## config.mk

```make
export PLATFORM = sky130hd
export DESIGN_NAME = control_unit
export DESIGN_NICKNAME = d
export VERILOG_FILES = /design/src/rtl/control_unit.sv
export SDC_FILE = /design/constraint.sdc
export NUM_CORES = 1
export LEC_CHECK = 0
export BUFFER_PORTS_ARGS = -buffer_cell sky130_fd_sc_hd__buf_2
export CORE_ASPECT_RATIO = 1.25
export CORE_MARGIN = 8
export CORE_UTILIZATION = 25
export DETAILED_ROUTE_END_ITERATION = 10
export HOLD_SLACK_MARGIN = 0.15
export PLACE_DENSITY = 0.46
export SLEW_MARGIN = 40
export SYNTH_ARGS = -nofsm -noshare
export SYNTH_HDL_FRONTEND = slang
export SYNTH_SLANG_ARGS = --single-unit
export TNS_END_PERCENT = 1
```

## constraint.sdc

```tcl
create_clock -name clk -period 1.2 [get_ports clk]
set_input_delay 0 -clock clk [delete_from_list [all_inputs] [get_ports clk]]
set_output_delay 0 -clock clk [all_outputs]
set_load 0.01 [all_outputs]
```

## src/rtl/control_unit.sv

```systemverilog
// Multicycle main control FSM: decodes opcode/funct and sequences each instruction through
// its states, driving datapath write enables, ALU operation and every mux select.
module control_unit (
    input  logic       clk,
    input  logic       reset,
    input  logic [5:0] opcode,
    input  logic [5:0] funct,
    input  logic       alu_zero,
    output logic       pc_write,
    output logic       ir_write,
    output logic       mem_write,
    output logic       reg_write,
    output logic       ab_write,
    output logic       aluout_write,
    output logic       mdr_write,
    output logic       mux_iord_control,
    output logic       mux_aluSrcA_control,
    output logic [1:0] mux_aluSrcB_control,
    output logic [1:0] mux_regDest_control,
    output logic [1:0] mux_memToReg_control,
    output logic [1:0] mux_pcSrc_control,
    output logic [2:0] alu_op,
    output logic       illegal_op,
    output logic [4:0] state_out
);

    typedef enum logic [4:0] {
        st_reset      = 5'd0,
        st_fetch      = 5'd1,
        st_fetch_wait = 5'd2,
        st_decode     = 5'd3,
        st_r_exec     = 5'd4,
        st_r_wb       = 5'd5,
        st_addi_exec  = 5'd6,
        st_addi_wb    = 5'd7,
        st_mem_addr   = 5'd8,
        st_lw_read    = 5'd9,
        st_lw_wait    = 5'd10,
        st_lw_wb      = 5'd11,
        st_sw_write   = 5'd12,
        st_branch     = 5'd13,
        st_jump       = 5'd14,
        st_jal        = 5'd15,
        st_jr         = 5'd16,
        st_illegal    = 5'd17
    } state_t;

    localparam logic [5:0] OP_RTYPE = 6'h00;
    localparam logic [5:0] OP_J     = 6'h02;
    localparam logic [5:0] OP_JAL   = 6'h03;
    localparam logic [5:0] OP_BEQ   = 6'h04;
    localparam logic [5:0] OP_BNE   = 6'h05;
    localparam logic [5:0] OP_ADDI  = 6'h08;
    localparam logic [5:0] OP_LW    = 6'h23;
    localparam logic [5:0] OP_SW    = 6'h2B;

    localparam logic [5:0] FN_JR    = 6'h08;
    localparam logic [5:0] FN_ADD   = 6'h20;
    localparam logic [5:0] FN_SUB   = 6'h22;
    localparam logic [5:0] FN_AND   = 6'h24;
    localparam logic [5:0] FN_OR    = 6'h25;
    localparam logic [5:0] FN_SLT   = 6'h2A;

    localparam logic [2:0] ALU_NONE = 3'b000;
    localparam logic [2:0] ALU_ADD  = 3'b001;
    localparam logic [2:0] ALU_SUB  = 3'b010;
    localparam logic [2:0] ALU_AND  = 3'b011;
    localparam logic [2:0] ALU_OR   = 3'b100;
    localparam logic [2:0] ALU_SLT  = 3'b111;

    state_t state_q, state_d;

    always_ff @(posedge clk) begin
        if (reset) begin
            state_q <= st_reset;
        end else begin
            state_q <= state_d;
        end
    end

    assign state_out = state_q;

    always_comb begin
        state_d              = state_q;
        pc_write             = 1'b0;
        ir_write             = 1'b0;
        mem_write            = 1'b0;
        reg_write            = 1'b0;
        ab_write             = 1'b0;
        aluout_write         = 1'b0;
        mdr_write            = 1'b0;
        mux_iord_control     = 1'b0;
        mux_aluSrcA_control  = 1'b0;
        mux_aluSrcB_control  = 2'b00;
        mux_regDest_control  = 2'b00;
        mux_memToReg_control = 2'b00;
        mux_pcSrc_control    = 2'b00;
        alu_op               = ALU_NONE;
        illegal_op           = 1'b0;

        unique case (state_q)
            st_reset: begin
                state_d = st_fetch;
            end
            st_fetch: begin
                mux_aluSrcB_control = 2'b01;
                alu_op              = ALU_ADD;
                pc_write            = 1'b1;
                state_d             = st_fetch_wait;
            end
            st_fetch_wait: begin
                // Memory read data arrives one cycle after the address.
                ir_write = 1'b1;
                state_d  = st_decode;
            end
            st_decode: begin
                // Branch target is precomputed into ALUOut while A/B are loaded.
                mux_aluSrcB_control = 2'b11;
                alu_op              = ALU_ADD;
                aluout_write        = 1'b1;
                ab_write            = 1'b1;
                case (opcode)
                    OP_RTYPE: begin
                        case (funct)
                            FN_ADD, FN_SUB, FN_AND, FN_OR, FN_SLT: state_d = st_r_exec;
                            FN_JR:                                 state_d = st_jr;
                            default:                               state_d = st_illegal;
                        endcase
                    end
                    OP_ADDI:       state_d = st_addi_exec;
                    OP_LW, OP_SW:  state_d = st_mem_addr;
                    OP_BEQ, OP_BNE: state_d = st_branch;
                    OP_J:          state_d = st_jump;
                    OP_JAL:        state_d = st_jal;
                    default:       state_d = st_illegal;
                endcase
            end
            st_r_exec: begin
                mux_aluSrcA_control = 1'b1;
                aluout_write        = 1'b1;
                case (funct)
                    FN_ADD:  alu_op = ALU_ADD;
                    FN_SUB:  alu_op = ALU_SUB;
                    FN_AND:  alu_op = ALU_AND;
                    FN_OR:   alu_op = ALU_OR;
                    FN_SLT:  alu_op = ALU_SLT;
                    default: alu_op = ALU_NONE;
                endcase
                state_d = st_r_wb;
            end
            st_r_wb: begin
                mux_regDest_control = 2'b01;
                reg_write           = 1'b1;
                state_d             = st_fetch;
            end
            st_addi_exec, st_mem_addr: begin
                mux_aluSrcA_control = 1'b1;
                mux_aluSrcB_control = 2'b10;
                alu_op              = ALU_ADD;
                aluout_write        = 1'b1;
                if (state_q == st_addi_exec) begin
                    state_d = st_addi_wb;
                end else begin
                    state_d = (opcode == OP_SW) ? st_sw_write : st_lw_read;
                end
            end
            st_addi_wb: begin
                reg_write = 1'b1;
                state_d   = st_fetch;
            end
            st_lw_read: begin
                mux_iord_control = 1'b1;
                state_d          = st_lw_wait;
            end
            st_lw_wait: begin
                mux_iord_control = 1'b1;
                mdr_write        = 1'b1;
                state_d          = st_lw_wb;
            end
            st_lw_wb: begin
                mux_memToReg_control = 2'b01;
                reg_write            = 1'b1;
                state_d              = st_fetch;
            end
            st_sw_write: begin
                mux_iord_control = 1'b1;
                mem_write        = 1'b1;
                state_d          = st_fetch;
            end
            st_branch: begin
                // The only Mealy output: taken/not-taken follows this cycle's zero flag.
                mux_aluSrcA_control = 1'b1;
                alu_op              = ALU_SUB;
                mux_pcSrc_control   = 2'b01;
                if (opcode == OP_BEQ) begin
                    pc_write = alu_zero;
                end else if (opcode == OP_BNE) begin
                    pc_write = ~alu_zero;
                end
                state_d = st_fetch;
            end
            st_jump: begin
                mux_pcSrc_control = 2'b10;
                pc_write          = 1'b1;
                state_d           = st_fetch;
            end
            st_jal: begin
                // PC already holds PC+4 here, so it is the link value for $31.
                mux_regDest_control  = 2'b10;
                mux_memToReg_control = 2'b10;
                reg_write            = 1'b1;
                mux_pcSrc_control    = 2'b10;
                pc_write             = 1'b1;
                state_d              = st_fetch;
            end
            st_jr: begin
                mux_pcSrc_control = 2'b11;
                pc_write          = 1'b1;
                state_d           = st_fetch;
            end
            st_illegal: begin
                illegal_op = 1'b1;
                state_d    = st_fetch;
            end
            default: begin
                state_d = st_reset;
            end
        endcase
    end

endmodule
```

==> metrics.md <==
| Metric | Value |
|---|---|
| Fmax | 691.3 MHz |
| DR DRC count | 0 |
| Slew Viols, Final | 0 |
| Longest Clk Path Bufs | 2 |
| RSZ-0062 raised after global routing | yes |
| Register area share after synthesis | a little under an eighth |
| Multi-input gate area | approximately 800 sq um |
| I/O Buffers | 40 |
| Min Tclk post-route | 1.447 ns |
| Initial antenna violation count | 0 |
| Vias per cell | just over 5 |
| TritonCTS buffer count | 3 |
| Min-Delay Path Depth | 3 |
| First-pass GRT wire length | 5.492 mm |
| Number of global-route vias before repair | 1,224 |
| Worst path required time | 1.20 ns |
| Post-DP Area | 0.001304 sq mm |
| EDFF count, synth | 0 |
| Clock sink total | 5 |
| GRT Overall Usage | 12.15% |
| R2r setup slk | -0.17 ns |
| Layout Nets | 218 |
| FF-to-FF Start | state_out[3] |
| Worst skew pair latency | between 0.2 and 0.25 ns |
| Hold worst-path end | state_out[2] |
| Crit start category | register |
| Fin util | between 40% and 50% |
| Capture point of the worst reg-to-reg path | state_out[3] |
| Worst Hold Class | in2reg |
| Final Hold Fails | 0 |
| Final Worst Setup Slack | -0.2465 ns |
| Crit Path Class | reg2out |
| Post-synth top cells | nor2_1 (14), nand2_1 (10), nor3_1 (10) |
| Worst hold slack | 0.1816 ns |
| Cell Count, Final, Fillers Out | roughly 240 |
| Share of layout cells above drive strength 1 | 56.44% |
| Worst slack, placed | -0.2029 ns |
| Detailed Place HPWL | approximately 2.7 mm |
| Die Width | between 60 and 70 um |
| Arrival time of the worst setup path | 1.45 ns |
| YS warnings | 0 |
| Post-synthesis cell area | 858.3 sq um |
| Top-Level Pins | 41 |
| Final period utilization | 120.5% |
| Design Power | 1.080 mW |
| Antenna Violating Nets Remaining | 0 |
| Final RePlAce weighted congestion | 0.8491 |
| Cell Count Post-Placement | 230 |
| Largest net degree at the start of global routing | 16 |
| Grt total ovfl | 0 |
| Clock slew at reported path FFs | 0.04 ns |
| Largest area contributor in the netlist | dfxtp_1 |
| Filler cells | 342 |
| CTS tree | built |
| Core Area | 0.003393 sq mm |
| Yosys reg bits | 5 |
| P&R area growth vs syn | 82.65% |
| Clock root buffer | clkbuf_8 |
| Mean area per synthesized cell | 6.552 sq um |
| Relative slew slack | 74.79% |
| Hold Crit Start | opcode[4] |
| Most frequently used flop master after synthesis | dfxtp_1 |
| Post-Syn Instances | 131 |
| Worst-path fanout max | 6 |
| Final setup fails | 24 |
| Final setup TNS | -3.300 ns |
| Maxcap violations | 0 |
| Max reg flops | 5 |
| Die area | 0.005576 sq mm |
| Yosys cell types | 47 |
| Htree depth | 1 |
| Static leakage | 0.7019 nW |
| Diodes inserted | 0 |
| Initial core utilization | between 20% and 30% |
| Avg WL per Cell | 14.18 um |
| Failing checks | setup timing |
| Initial DRC count | 28 |
| Die Span Y | 81.51 um |
| Register area | 116.4 sq um |
| Top cells by area, synth | dfxtp_1 (12%), nor2_1 (6.1%), nor3_1 (5.8%) |
| Via count | roughly 1,200 |
| Most frequent cell after synthesis | nor2_1 |
| Post-route cell area | 0.001568 sq mm |
| Ys async rst share | 0% |
| Status | finished with violations |
| Mapped Nets | 146 |
| CP Capture Type | output port |
| Detailed Routing Iterations Pass 1 | 4 |
| # rows | 24 |
| R2r worst-path depth | 5 |
| Pwr/cell area | 689.0 mW/mm^2 |
| Clock Skew | 0.001102 ns |
| Top cell type's share of synthesized area | between 10% and 20% |
| Maximum VDD drop | 0.5288 mV |
| Final wirelength | 3.418 mm |
| Worst slew pin tran | around 0.38 ns |
==> per-layer routing <==
metal	GRT usage, %	part of all wire, %	routed length [um]
met4	4.928	1.3	43
met5	0	0	0
met3	1.910	4.4	150
met1	12.56	40	1375
met2	23.11	54	1848
==> cells in the final DEF (no fill, tap or decap), types with 3 or more instances in the layout <==
master | synthesis | layout
buf_4 | 1 | 26
nor3_1 | 10 | 3
nand2_1 | 10 | 8
nand3_1 | 5 | 4
buf_2 | 4 | 39
nor2b_1 | 3 | 3
nor2_2 | 0 | 3
a211oi_1 | 4 | 3
nand2b_1 | 6 | 6
a21oi_1 | 6 | 6
o21ai_0 | 5 | 3
nor3_2 | 0 | 7
nor3b_1 | 4 | 3
buf_6 | 1 | 9
o22ai_1 | 3 | 3
a31oi_1 | 3 | 3
nor2_1 | 14 | 10
dfxtp_4 | 0 | 4
clkbuf_8 | 0 | 3
==> kinds of logic (layout without fill, tap and decap cells) <==
family / count (synthesis) / in the layout / synth area share, %
compound gates: 36 / 36 / 29.45
mux: 2 / 2 / 2.332
simple gates: 69 / 69 / 43.88
xor+xnor: 4 / 4 / 4.082
flops: 5 / 5 / 11.66
buf+inv: 15 / 86 / 8.599
==> critical path, stage by stage, from the launching register on <==
cell	delay, ns
dfxtp_4	0.37
buf_6	0.12
clkinvlp_4	0.16
nor2_4	0.14
buf_4	0.11
o21ai_1	0.06
a21oi_1	0.12
buf_2	0.14
==> report_power, final <==
part	internal, mW	switching [mW]	total, mW
logic	0.273	0.281	0.554
clock network	0.229	0.0918	0.321
registers	0.181	0.0245	0.206
==> what timing repair did <==
| action | 4_1_cts | 5_1_grt |
|---|---|---|
| hold endpoints to repair | 4 | 0 |
| resized for setup | 24 | 22 |
| hold buffers | 2 | 0 |
| setup buffers | 4 | 1 |
| endpoints found under the setup margin | 26 | 26 |
| pin swaps | 14 | 9 |
==> final cells by class <==
| class | count | share of cell area, % |
|---|---|---|
| Inverter | 5 | 1.756 |
| Timing Repair Buffer | 77 | 33.92 |
| Clock buffer | 4 | 2.873 |
| Tap cell | 39 | 3.113 |
| Sequential cell | 5 | 7.422 |
| Multi-Input combinational cell | 111 | 50.92 |
==> worst max-delay path by stage <==
stage	startpoint	to	slack, ns
floorplan	state_out[2]	state_out[0]	-0.13
global placement	state_out[3]	state_out[2]	-0.24
detailed placement	state_out[3]	state_out[2]	-0.20
CTS	state_out[2]	mux_aluSrcA_control	-0.26
global route	state_out[2]	alu_op[0]	-0.31
finish	state_out[2]	aluout_write	-0.25
No activity file was read; power rests on OpenSTA's default activity.
